[src/rtl/matrix_op_selector_pkg.sv]
// Shared types for the matrix operation selector: decoded mode and
// calculation type from the switch-mapping stage, plus the session
// controller's state and error encodings.
package matrix_op_selector_pkg;

    // Top-level operating mode chosen on the switches.
    typedef enum logic [2:0] {
        OP_NONE    = 3'd0,
        OP_SINGLE  = 3'd1,
        OP_DOUBLE  = 3'd2,
        OP_SCALAR  = 3'd3,
        OP_INPUT   = 3'd4,
        OP_GEN     = 3'd5,
        OP_DISPLAY = 3'd6
    } op_mode_t;

    // Calculation requested from the compute dispatcher.
    typedef enum logic [2:0] {
        CALC_TRANSPOSE   = 3'd0,
        CALC_ADD         = 3'd1,
        CALC_MUL         = 3'd2,
        CALC_SCALAR_MUL  = 3'd3,
        CALC_DETERMINANT = 3'd4,
        CALC_CONV        = 3'd5
    } calc_type_t;

    // Session controller states; IDLE is zero so reset shows a blank display.
    typedef enum logic [2:0] {
        ST_IDLE       = 3'd0,
        ST_SEL_A      = 3'd1,
        ST_SEL_B      = 3'd2,
        ST_SEL_SCALAR = 3'd3,
        ST_LAUNCH     = 3'd4,
        ST_WAIT       = 3'd5,
        ST_DONE       = 3'd6,
        ST_ERROR      = 3'd7
    } session_state_t;

    // Reason for the most recent entry into ERROR.
    typedef enum logic [2:0] {
        ERR_NONE     = 3'd0,
        ERR_BAD_MODE = 3'd1,
        ERR_BAD_ID   = 3'd2,
        ERR_CALC     = 3'd3,
        ERR_TIMEOUT  = 3'd4
    } err_code_t;

    // Only the three compute modes can start a calculation session.
    function automatic logic is_calc_mode(logic [2:0] m);
        return (m == OP_SINGLE) || (m == OP_DOUBLE) || (m == OP_SCALAR);
    endfunction

endpackage

[src/rtl/calc_session_controller.sv]
// Calculation session controller: walks the user through mode confirm and
// operand selection, launches the compute unit with a one-cycle start and
// waits for completion, error or timeout.
//
// Handshake: there is no valid/ready pair here. confirm_pulse, cancel_pulse,
// calc_done and calc_error are single-cycle pulses sampled on the rising
// edge; a pulse is acted on only in a state that listens for it and is
// otherwise dropped. calc_start is a one-cycle pulse asserted in LAUNCH;
// the compute unit must capture the operand outputs on that cycle, and they
// stay stable until the session returns to IDLE.
module calc_session_controller
    import matrix_op_selector_pkg::*;
#(
    parameter int ID_W           = 3,
    parameter int DATA_W         = 32,
    parameter int TIMEOUT_CYCLES = 100_000_000
) (
    input  logic              clk,
    input  logic              rst,
    input  logic [2:0]        op_mode,
    input  logic [2:0]        calc_type,
    input  logic              confirm_pulse,
    input  logic              cancel_pulse,
    input  logic [ID_W-1:0]   sel_id,
    input  logic              sel_id_valid,
    input  logic [DATA_W-1:0] scalar_in,
    input  logic              calc_done,
    input  logic              calc_error,
    output logic              calc_start,
    output logic [2:0]        calc_type_out,
    output logic [ID_W-1:0]   op_a_id,
    output logic [ID_W-1:0]   op_b_id,
    output logic [DATA_W-1:0] scalar_out,
    output logic              busy,
    output logic [2:0]        session_state,
    output logic [2:0]        err_code
);

    localparam int              CNT_W   = $clog2(TIMEOUT_CYCLES);
    localparam logic [CNT_W-1:0] CNT_MAX = CNT_W'(TIMEOUT_CYCLES - 1);

    session_state_t    state_q, state_d;
    err_code_t         err_q, err_d;
    op_mode_t          mode_q;
    calc_type_t        calc_type_q;
    logic [ID_W-1:0]   op_a_q, op_b_q;
    logic [DATA_W-1:0] scalar_q;
    logic [CNT_W-1:0]  cnt_q;

    // A cancel in a selection state wins over a same-cycle confirm.
    logic sel_confirm;
    assign sel_confirm = confirm_pulse && !cancel_pulse;

    // State and error-code register.
    always_ff @(posedge clk or posedge rst) begin
        if (rst) begin
            state_q <= ST_IDLE;
            err_q   <= ERR_NONE;
        end else begin
            state_q <= state_d;
            err_q   <= err_d;
        end
    end

    // Next-state and next-error selection.
    always_comb begin
        state_d = state_q;
        err_d   = err_q;
        case (state_q)
            ST_IDLE: begin
                if (confirm_pulse) begin
                    if (is_calc_mode(op_mode)) begin
                        state_d = ST_SEL_A;
                    end else begin
                        state_d = ST_ERROR;
                        err_d   = ERR_BAD_MODE;
                    end
                end
            end
            ST_SEL_A: begin
                if (cancel_pulse) begin
                    state_d = ST_IDLE;
                end else if (confirm_pulse) begin
                    if (!sel_id_valid) begin
                        state_d = ST_ERROR;
                        err_d   = ERR_BAD_ID;
                    end else begin
                        case (mode_q)
                            OP_SINGLE: state_d = ST_LAUNCH;
                            OP_DOUBLE: state_d = ST_SEL_B;
                            OP_SCALAR: state_d = ST_SEL_SCALAR;
                            default: begin
                                // Unreachable: IDLE only admits compute modes.
                                state_d = ST_ERROR;
                                err_d   = ERR_BAD_MODE;
                            end
                        endcase
                    end
                end
            end
            ST_SEL_B: begin
                if (cancel_pulse) begin
                    state_d = ST_IDLE;
                end else if (confirm_pulse) begin
                    if (sel_id_valid) begin
                        state_d = ST_LAUNCH;
                    end else begin
                        state_d = ST_ERROR;
                        err_d   = ERR_BAD_ID;
                    end
                end
            end
            ST_SEL_SCALAR: begin
                if (cancel_pulse) begin
                    state_d = ST_IDLE;
                end else if (confirm_pulse) begin
                    state_d = ST_LAUNCH;
                end
            end
            ST_LAUNCH: begin
                state_d = ST_WAIT;
            end
            ST_WAIT: begin
                // The compute unit cannot be aborted, so buttons are ignored.
                if (calc_error) begin
                    state_d = ST_ERROR;
                    err_d   = ERR_CALC;
                end else if (calc_done) begin
                    state_d = ST_DONE;
                end else if (cnt_q == CNT_MAX) begin
                    state_d = ST_ERROR;
                    err_d   = ERR_TIMEOUT;
                end
            end
            ST_DONE, ST_ERROR: begin
                if (confirm_pulse || cancel_pulse) begin
                    state_d = ST_IDLE;
                    err_d   = ERR_NONE;
                end
            end
            default: begin
                state_d = ST_IDLE;
                err_d   = ERR_NONE;
            end
        endcase
    end

    // Operand latches and the WAIT timeout counter.
    always_ff @(posedge clk or posedge rst) begin
        if (rst) begin
            mode_q      <= OP_NONE;
            calc_type_q <= CALC_TRANSPOSE;
            op_a_q      <= '0;
            op_b_q      <= '0;
            scalar_q    <= '0;
            cnt_q       <= '0;
        end else begin
            if (state_q == ST_IDLE && confirm_pulse) begin
                mode_q      <= op_mode_t'(op_mode);
                calc_type_q <= calc_type_t'(calc_type);
            end
            if (state_q == ST_SEL_A && sel_confirm && sel_id_valid) begin
                op_a_q <= sel_id;
            end
            if (state_q == ST_SEL_B && sel_confirm && sel_id_valid) begin
                op_b_q <= sel_id;
            end
            if (state_q == ST_SEL_SCALAR && sel_confirm) begin
                scalar_q <= scalar_in;
            end
            // Counter restarts at every launch and saturates rather than wraps.
            if (state_q == ST_LAUNCH) begin
                cnt_q <= '0;
            end else if (state_q == ST_WAIT && cnt_q != CNT_MAX) begin
                cnt_q <= cnt_q + CNT_W'(1);
            end
        end
    end

    // Moore outputs decoded from the current state and latched registers.
    always_comb begin
        calc_start    = (state_q == ST_LAUNCH);
        busy          = (state_q != ST_IDLE);
        session_state = state_q;
        err_code      = err_q;
        calc_type_out = calc_type_q;
        op_a_id       = op_a_q;
        op_b_id       = op_b_q;
        scalar_out    = scalar_q;
    end

endmodule

[config.mk]
export PLATFORM = sky130hd
export DESIGN_NAME = calc_session_controller
export DESIGN_NICKNAME = d
export VERILOG_FILES = /design/src/rtl/matrix_op_selector_pkg.sv /design/src/rtl/calc_session_controller.sv
export SDC_FILE = /design/constraint.sdc
export NUM_CORES = 1
export LEC_CHECK = 0
export ABC_CLOCK_PERIOD_IN_PS = 2900
export BUFFER_PORTS_ARGS = -buffer_cell sky130_fd_sc_hd__buf_2
export CAP_MARGIN = 5
export CORE_ASPECT_RATIO = 1.75
export CORE_MARGIN = 2
export CORE_UTILIZATION = 45
export CTS_CLUSTER_SIZE = 14
export DETAILED_ROUTE_END_ITERATION = 6
export PLACE_DENSITY_LB_ADDON = 0.08
export SYNTH_ARGS = -nofsm -noshare
export SYNTH_HDL_FRONTEND = slang
export SYNTH_SLANG_ARGS = --single-unit
[constraint.sdc]
create_clock -name clk -period 2.9 [get_ports clk]
set_input_delay 0.58 -clock clk [delete_from_list [all_inputs] [get_ports clk]]
set_output_delay 0.58 -clock clk [all_outputs]
set_load 0.01 [all_outputs]
Yosys cells after proc, flatten, opt, wreduce, memory -nomap -nowiden:

Cells that the tools add are included.

* register bits after elaboration: 77
* bits of input ports: 48
* output and inout bits: 49
* word-level logic and storage cells: 90

* add/subtract/negate cells: 1
* equality and inequality tests: 30
* muxes and demuxes: 31
* reduce and logical (&&, ||, !) cells: 20

Operator list (number)
* $mux 3: 25
* $mux 27: 2
* $add 27x1->27 const B: 1
* $eq 27x27->1 const B: 1
* $ne 27x27->1 const B: 1
* $pmux 3 s7: 1
* $eq 3x2->1 const B: 6
* $ne 3x3->1 const B: 6
* $ne 2x2->1 const B: 8
* $pmux 3 s5: 1
* $eq 3x3->1 const B: 4
* $reduce_and 12->1: 1
* $eq 3x1->1 const B: 3
* $pmux 3 s3: 1
* $logic_and 1x1->1: 8
* $reduce_and 6->1: 1
* $reduce_bool 5->1: 1
* $ne 4x4->1 const B: 1
* $logic_not 3->1: 1
* $logic_or 1x1->1: 3
* $reduce_bool 3->1: 1
* $reduce_or 3->1: 1
* $mux 2: 1
* $reduce_bool 2->1: 1
* 2 further kinds: 2

Logic depth before layout (Yosys ltp):

Gate-level depths: netlist of the first run.

* depth in word-level cells: 7
* mapped depth: 8
* mapped depth without buffers: 6

Worst setup path before layout of the first run:

No wires, ideal clock.

* kind: register to output
* start point: register state_q[1], in the netlist session_state[1]
* end point: output port calc_start
* data arrival time: 1.574 ns
* required time: 2.320 ns
* setup slack: 0.746 ns
* stages on the path, launching flop included: 6
* path buffers: 3
* path through: dfrtp_1 -> buf_2 -> or3b_2 -> clkbuf_1 -> inv_1 -> clkbuf_1

* cells in the longest elaborated chain, start to end: 1

Ends and longest elaborated chain
* start, declared: RTL line calc_session_controller.sv:42 `session_state_t state_q, state_d;`
* start signal, assigned: RTL line calc_session_controller.sv:60 `state_q <= state_d;`
* $eq 3x3->1: RTL line calc_session_controller.sv:182 `calc_start = (state_q == ST_LAUNCH);`
* end, declared: RTL line calc_session_controller.sv:29 `output logic calc_start,`

Every way passes these cells.

Worst setup path in the final report of the first run:

* start point: register state_q[2], in the netlist session_state[2]
* end point: output port calc_start

Same word-level chain as after synthesis.

==> results.md, run 1 <==
- Outcome: completed
- Post-synth EDFFs: 0
- Post-synthesis sequential area ratio: 0.531
- Pwr Total: 4.29 mW
- Die Footprint: 8830 µm²
- WHS: 0.331 ns
- CTS Sinks: 77
- Yosys top cell by area: dfrtp_1
- Max Fanout on Critical Path: 16
- Most common cell in the netlist: dfrtp_1
- Die W: 71.9 µm
- Synth-to-Final Area Change: 24.4%
- Pwr/cell area: 949 nW/µm²
- Starting density of the core: 0.462
- DRC: 0
- Syn avg cell area: 11.2 µm²
- Top post-synthesis cells by area: dfrtp_1 (53%), mux2_2 (14%), nor2_1 (2.7%)
- Synth top cells by count: dfrtp_1 (77), mux2_2 (44), nor2_1 (26), a21oi_1 (17)
- Fin Setup TNS: 0 ns
- Diode count: 0
- Register bit total from synthesis: 77
- Synth unique cells: 46
- Antenna-violating nets left: 0
- CP Data Required Time: 2.32 ns
- Antenna violations before repair: 0
- Clock slew at reported path FFs: 0.06 ns
- Final core occ: 0.575
- Vias: 2839
- Critical path type: register to primary output
- Clock Skew: 0.00471 ns
- First-pass GRT wire length: 14000 µm
- Leak: 2.10 nW
- Post-CTS Hold Buffers: 0
- Period minus WS final: 2.42 ns
- Placed cell area: 4190 µm²
- Setup violators final: 0
- Clock Path Buffers: 2
- CORE AREA: 7860 µm²
- CTS tree: done
- Boundary pin count: 97
- Clock power share: 0.283
- Post-route design area: 4520 µm²
- Cell internal pwr: 2.91 mW
- Switch share: 0.322
- Ys Warns: 0
- Final Hold Fails: 0
- Syn_nets: 374
- Crit path max-delay cell type: dfrtp_1
- Synth Cell Area: 3630 µm²
- Final period utilization: 0.835
- Max-cap violations: 0
- Hpwl dp: 6000 µm
- Synth Flop Type: dfrtp_1
- Root Driver: clkbuf_16
- Max Slew Vio Count: 0
- Die height: 123 µm
- Vias per Instance: 5.52
- Setup bufs post-CTS: 0
- Worst setup SP type: register
- CP Buf/Inv Count: 2
- Worst-Margin Slew: 0.635 ns
- Vias in the first global route: 2997
- Net count, final: 468
- Gr ovfl total: 0
- Ratio of cells with drive above 1 in the final layout: 0.389
- CP endpoint kind: primary output
- Psw: 1.38 mW
- Asr flop ratio synth: 1.00
- TritonRoute pass-1 iters: 4
- CP top delay family: flip-flops
- Fmax: 413 MHz
- Initial DRC Count: 152
- CP arrival: 1.84 ns
- Tot GR Track Use: 0.205
- RSZ-0062 raised after global routing: false
- Mapped Cells: 325
- Comb power frac: 0.318
- CP Cell Sequence: or3b_2 > inv_1 > buf_2
- Hold crit path type: input port to asynchronous set/reset pin
- Pin count of the biggest net entering global routing: 51
- Port buffer count: 96
- Worst vdd ir: 0.643 mV
- Post-CTS sizing: 0
- Routed len/inst: 15.9 µm
- Top cell type's share of synthesized area: 0.531
- Cell Rows: 43
- Detailed Route WL: 8190 µm
- Number of clock buffers inserted by TritonCTS: 9
- CP max stage delay: 0.63 ns
- CTS H-tree lvls: 3
- Clock latency on the worst-skew pair: 0.33 ns
- Reg power frac: 0.399
- Worst rel slew slack: 0.576
- Gpl congestion: 0.876
[routing by layer]
| layer | vias up | wire length (µm) | track usage |
|---|---|---|---|
| li1 | 1354 | - | - |
| met2 | 73 | 4370 | 0.354 |
| met5 | - | 0 | 0 |
| met4 | 0 | 219 | 0.0932 |
| met1 | 1396 | 3190 | 0.235 |
| met3 | 16 | 411 | 0.0534 |
[worst register-to-register path: cells and delay by family (launching register included)]
kind / cells / cell delay (ns)
adders and majority gates: 1 / 0.21
and+or+nand+nor: 3 / 1.14
muxes: 1 / 0.33
AOI/OAI and AO/OA: 1 / 0.14
DFF: 1 / 0.38
[flip-flops by register name (all words and copies together), names as in the netlist]
| name | count |
|---|---|
| err_code | 3 |
| scalar_out | 32 |
| op_b_id | 3 |
| calc_type_out | 3 |
| session_state | 3 |
| mode_q | 3 |
| op_a_id | 3 |
| cnt_q | 27 |
[per-stage QoR]
stage	setup slack [ns]	cells
after floorplan	0.353	325
after global placement	0.611	498
after detailed placement	0.568	498
after CTS	0.459	514
after global routing	0.367	514
final	0.480	514
[cell type report]
cell class / count / area [µm²]
Clock buffer: 12 / 256
Clock inverter: 4 / 70.1
Multi-Input combinational cell: 219 / 1580
Timing Repair Buffer: 100 / 523
Inverter: 12 / 45.0
Tap cell: 90 / 113
Sequential cell: 77 / 1930
Fill cell: 704 / 3340
[cells by family after synthesis]
| logic type | count (synthesis) | synth area share |
|---|---|---|
| buffers and inverters | 29 | 0.0334 |
| xor gates and xnor gates | 14 | 0.0338 |
| adders and majority gates | 1 | 0.00345 |
| and+or+nand+nor | 102 | 0.155 |
| DFF | 77 | 0.531 |
| AOI/OAI and AO/OA | 52 | 0.0899 |
| muxes | 50 | 0.154 |
[power by group through the flow]
stage                     logic (mW)  registers [mW]  clock network [mW]
after floorplan                0.788            1.79                   0
after global placement          1.36            1.71                   0
after detailed placement        1.38            1.72                   0
after CTS                       1.39            1.71                1.24
after global routing            1.50            1.77                1.29
final                           1.36            1.71                1.21
[cell usage in the layout (no fill, tap or decap), types with 2 or more instances in the layout]
master	n
or3_1	6
o2111ai_1	2
buf_4	3
o21ai_1	4
nor2_1	26
clkbuf_16	9
o31ai_1	6
mux2_1	2
o21a_1	2
o21ai_0	10
nor3_1	9
dfrtp_1	77
nor4_1	6
nand3_1	11
o211ai_1	3
and4_1	4
mux2i_1	4
nand4_1	7
buf_2	96
mux2_2	44
clkinv_2	2
or4_1	3
clkbuf_8	2
nand3b_1	2
xor2_1	3
inv_1	11
xnor2_1	11
bufinv_16	2
a211oi_1	3
nand2b_1	4
a21oi_1	17
nand2_1	14
[path summary, 6_finish.rpt]
check	startpoint	to	slack (ns)	depth (start not counted)
hold reg to reg	err_code[1]$_DFFE_PP0P_	err_code[1]$_DFFE_PP0P_	0.49	1
min in group clk	scalar_in[21]	scalar_out[21]$_DFFE_PP0P_	0.48	2
max in group asynchronous	rst	op_a_id[2]$_DFFE_PP0P_	1.87	3
setup / recovery	session_state[2]$_DFFE_PP0P_	calc_start	0.48	3
hold / removal	rst	scalar_out[2]$_DFFE_PP0P_	0.33	2
setup reg to reg	cnt_q[0]$_DFFE_PP0P_	err_code[0]$_DFFE_PP0P_	0.57	6
No activity file was read; power rests on OpenSTA's default activity.
==> inputs of run 2 (changes only) <==
ABC_CLOCK_PERIOD_IN_PS = 2500   (was 2900)
clock period = 2.5 ns   (was 2.9 ns; I/O delays follow)
==> results.md, run 2 (synthesized netlist as in run 1, its figures left out) <==
- DP Cell Count: 505
- Ratio of cells with drive above 1 in the final layout: 0.400
- Die Footprint: 8830 µm²
- Setup bufs post-CTS: 0
- Post-CTS Hold Buffers: 0
- R2R Setup Slk: 0.23 ns
- Die height: 123 µm
- Clock slew at reported path FFs: 0.06 ns
- Reg power frac: 0.384
- Switch share: 0.325
- Die W: 71.9 µm
- Max Slew Vio Count: 0
- Period minus WS final: 2.27 ns
- Gr ovfl total: 0
- Pin count of the biggest net entering global routing: 33
- Final Hold Fails: 0
- Vias: 2831
- Most frequent cells in the layout: buf_2 (96), dfrtp_1 (77), mux2_2 (44)
- Worst-Margin Slew: 0.537 ns
- Fin Setup TNS: 0 ns
- Outcome: completed
- Capturing point of the worst reg2reg path: err_code[0]$_DFFE_PP0P_
- Max-cap violations: 0
- Layout filler cell count: 669
- Worst vdd ir: 0.702 mV
- Tot GR Track Use: 0.204
- Net count, final: 475
- Detailed Route WL: 8400 µm
- Gpl congestion: 0.890
- Initial DRC Count: 189
- Cell internal pwr: 3.38 mW
- Cell Rows: 43
- Critical path type: register to register
- Clock Path Buffers: 2
- Reg-to-reg startpoint: cnt_q[11]$_DFFE_PP0P_
- Clock Skew: 0.00416 ns
- CP arrival: 2.49 ns
- CTS tree: done
- Most common cell after layout, fill and taps aside: buf_2
- DRC: 0
- Root Driver: clkbuf_16
- R2R depth: 5
- Vias per Instance: 5.44
- Antenna-violating nets left: 0
- Number of clock buffers inserted by TritonCTS: 9
- Max Fanout on Critical Path: 4
- TritonRoute pass-1 iters: 4
- Vias in the first global route: 2949
- Largest register FFs: 32
- Worst setup SP type: register
- CTS Sinks: 77
- Psw: 1.63 mW
- Setup violators final: 0
- Diode count: 0
- Routed len/inst: 16.1 µm
- Synth-to-Final Area Change: 25.5%
- Leak: 2.13 nW
- CTS H-tree lvls: 3
- Comb power frac: 0.342
- RSZ-0062 raised after global routing: false
- Clock power share: 0.274
- Hold crit path type: input port to asynchronous set/reset pin
- CORE AREA: 7860 µm²
- Boundary pin count: 97
- Non-filler cells, final: 520
- CP Data Required Time: 2.71 ns
- Clock latency on the worst-skew pair: 0.33 ns
- Worst rel slew slack: 0.639
- Hpwl dp: 6250 µm
- CP endpoint kind: register
- Starting density of the core: 0.462
- Final period utilization: 0.909
- Port buffer count: 96
- Fmax: 440 MHz
- Antenna violations before repair: 0
- Post-CTS sizing: 0
- First-pass GRT wire length: 13700 µm
- Final core occ: 0.580
- Pwr/cell area: 1100 nW/µm²
[run 2: cell types whose count changed in the layout (fill, tap and decap cells not counted), sizes merged]
| cell | change |
|---|---|
| clkbuf | -2 |
| buf | +7 |
| clkinv | +1 |
[run 2: how the worst max path moves through the flow]
| stage | from | to | cells past startpoint |
|---|---|---|---|
| 4_1_cts | cnt_q[11]$_DFFE_PP0P_ | err_code[0]$_DFFE_PP0P_ | 5 |
| 3_3_place_gp | cnt_q[11]$_DFFE_PP0P_ | err_code[1]$_DFFE_PP0P_ | 5 |
| 3_5_place_dp | cnt_q[11]$_DFFE_PP0P_ | err_code[0]$_DFFE_PP0P_ | 5 |
| 2_1_floorplan | rst | calc_type_out[0]$_DFFE_PP0P_ | 1 |
| 5_1_grt | cnt_q[0]$_DFFE_PP0P_ | err_code[0]$_DFFE_PP0P_ | 6 |
| 6_report | cnt_q[11]$_DFFE_PP0P_ | err_code[0]$_DFFE_PP0P_ | 5 |
[run 2: final cells by class]
cell class	count	area (µm²)	area share
repair buffers	107	576	0.126
clock buffers	10	239	0.0524
well taps	90	113	0.0247
inverters	12	45.0	0.00988
clock inverters	5	75.1	0.0165
flip-flops and latches	77	1930	0.423
multi-input cells	219	1580	0.347
[run 2: metal layers]
| metal | wire length (µm) | global-route usage | vias to the layer above |
|---|---|---|---|
| met4 | 177 | 0.0884 | 0 |
| met5 | 0 | 0 | - |
| met1 | 3190 | 0.216 | 1385 |
| met3 | 421 | 0.0608 | 10 |
| li1 | - | - | 1369 |
| met2 | 4610 | 0.366 | 67 |
[run 2: power groups by stage]
| stage | Sequential (mW) | Combinational, mW | Clock [mW] |
|---|---|---|---|
| after detailed placement | 1.95 | 1.72 | 0 |
| after CTS | 1.93 | 1.73 | 1.40 |
| final | 1.92 | 1.71 | 1.37 |
| after global routing | 1.98 | 1.87 | 1.44 |
| after global placement | 1.93 | 1.69 | 0 |
| after floorplan | 2.07 | 0.914 | 0 |
[run 2: critical path, cell delays in order, from the launching register on]
cell and delay [ns]:
dfrtp_1 0.40, or4_1 0.53, or4_4 0.47, nor4_4 0.25, o21ai_1 0.15, mux2_1 0.35
[run 2: metrics by stage]
step	instance area, µm²	worst slack, ns	power [mW]	hold slack (ns)
2_1_floorplan	3630	0.0333	2.99	0.459
3_3_place_gp	4240	0.285	3.62	0.482
3_5_place_dp	4240	0.275	3.66	0.488
4_1_cts	4560	0.229	5.06	0.208
5_1_grt	4560	0.143	5.29	0.241
6_report	4560	0.228	5.00	0.197
==> inputs of run 3 (changes only) <==
CELL_PAD_IN_SITES_DETAIL_PLACEMENT = 1   (was default)
CELL_PAD_IN_SITES_GLOBAL_PLACEMENT = 1   (was default)
CORE_UTILIZATION = 41   (was 45)
==> results.md, run 3 (synthesized netlist as in run 1, its figures left out) <==
- Outcome: completed
- Net count, final: 474
- Reg power frac: 0.402
- Pin count of the biggest net entering global routing: 47
- Hold crit path type: input port to asynchronous set/reset pin
- Setup bufs post-CTS: 0
- Most frequent cells in the layout: buf_2 (96), dfrtp_1 (77), mux2_2 (44)
- WHS: 0.225 ns
- Worst setup SP type: register
- CP Buf/Inv Count: 0
- Leak: 2.10 nW
- Worst-Margin Slew: 0.580 ns
- Max Slew Vio Count: 0
- Hpwl dp: 7120 µm
- CP Data Required Time: 2.71 ns
- Vias per Instance: 5.37
- Pwr/cell area: 1070 nW/µm²
- Period minus WS final: 2.33 ns
- Vias in the first global route: 3250
- Placed cell area: 4270 µm²
- Boundary pin count: 97
- Routed len/inst: 17.3 µm
- Gpl congestion: 0.831
- Max Fanout on Critical Path: 4
- Antenna-violating nets left: 0
- Final period utilization: 0.931
- Clock slew at reported path FFs: 0.06 ns
- Psw: 1.67 mW
- Gr ovfl total: 0
- DRC: 0
- Max-cap violations: 0
- Critical path type: register to register
- Detailed Route WL: 9460 µm
- CP max stage delay: 0.55 ns
- Ratio of cells with drive above 1 in the final layout: 0.398
- Fmax: 430 MHz
- Switch share: 0.343
- Clock power share: 0.247
- Port buffer count: 96
- CP top delay family: simple AND/OR/NAND/NOR gates
- CTS H-tree lvls: 3
- CORE AREA: 8610 µm²
- Crit path max-delay cell type: or4_1
- Post-CTS sizing: 0
- Die height: 128 µm
- Clock Skew: 0.00556 ns
- Most common cell after layout, fill and taps aside: buf_2
- Final core occ: 0.528
- CP endpoint kind: register
- Root Driver: clkbuf_16
- Cell Rows: 45
- Die W: 75.1 µm
- Worst vdd ir: 0.563 mV
- Fin Setup TNS: 0 ns
- Clock latency on the worst-skew pair: 0.33 ns
- Clock Path Buffers: 2
- Comb power frac: 0.351
- Post-CTS Hold Buffers: 0
- Number of clock buffers inserted by TritonCTS: 9
- TritonRoute pass-1 iters: 4
- Antenna violations before repair: 1
- Final Hold Fails: 0
- Worst rel slew slack: 0.613
- Cell internal pwr: 3.20 mW
- CP Cell Sequence: or4_1 > or4_4 > nor4_4 > o21ai_1 > mux2_1
- Largest register FFs: 32
- Initial DRC Count: 111
- CTS tree: done
- RSZ-0062 raised after global routing: false
- Tot GR Track Use: 0.213
- Setup violators final: 0
- First-pass GRT wire length: 15600 µm
- Vias: 2941
- Synth-to-Final Area Change: 25.3%
- Starting density of the core: 0.421
- CP arrival: 2.53 ns
- Post-route design area: 4550 µm²
- CTS Sinks: 77
- Die Footprint: 9650 µm²
[run 3: cell count changes in the layout (fill, tap and decap cells not counted), sizes merged]
cell	delta
clkinvlp	+1
buf	-1
diode	+1
clkbuf	+2
bufinv	-2
[run 3: area by class of cell]
type                    instances  area (µm²)
flip-flops and latches         77        1930
repair buffers                106         568
clock buffers                  12         256
well taps                     117         146
fillers                       972        4060
clock inverters                 4        22.5
multi-input cells             219        1580
diodes                          1        2.50
inverters                      12        45.0
[run 3: power groups by stage]
stage	registers [mW]	clock network [mW]	logic, mW
final	1.96	1.20	1.71
after global routing	2.02	1.29	1.89
after CTS	1.97	1.24	1.75
after detailed placement	1.98	0	1.73
after global placement	1.94	0	1.68
after floorplan	2.07	0	0.914
[run 3: per-layer routing]
| layer | vias to the layer above | track usage | routed length, µm |
|---|---|---|---|
| met3 | 22 | 0.0470 | 426 |
| met2 | 80 | 0.376 | 5240 |
| li1 | 1374 | - | - |
| met4 | 0 | 0.107 | 281 |
| met1 | 1465 | 0.234 | 3510 |
| met5 | - | 0 | 0 |
[run 3: final timing paths]
check	cells after the start	endpoint	start	slack, ns
worst max register to register	5	err_code[1]$_DFFE_PP0P_	cnt_q[11]$_DFFE_PP0P_	0.17
min in group clk	2	scalar_out[21]$_DFFE_PP0P_	scalar_in[21]	0.39
worst min-delay path	2	scalar_out[26]$_DFFE_PP0P_	rst	0.23
max in group asynchronous	3	cnt_q[21]$_DFFE_PP0P_	rst	1.62
worst min register to register	1	scalar_out[10]$_DFFE_PP0P_	scalar_out[10]$_DFFE_PP0P_	0.50
worst max-delay path	5	err_code[1]$_DFFE_PP0P_	cnt_q[11]$_DFFE_PP0P_	0.17
[run 3: stage by stage]
step / cells / worst slack (ns) / total power [mW]
global route: 548 / 0.0761 / 5.20
CTS: 547 / 0.171 / 4.96
global placement: 531 / 0.277 / 3.62
finish: 548 / 0.172 / 4.87
detailed placement: 531 / 0.217 / 3.71
floorplan: 325 / 0.0333 / 2.99
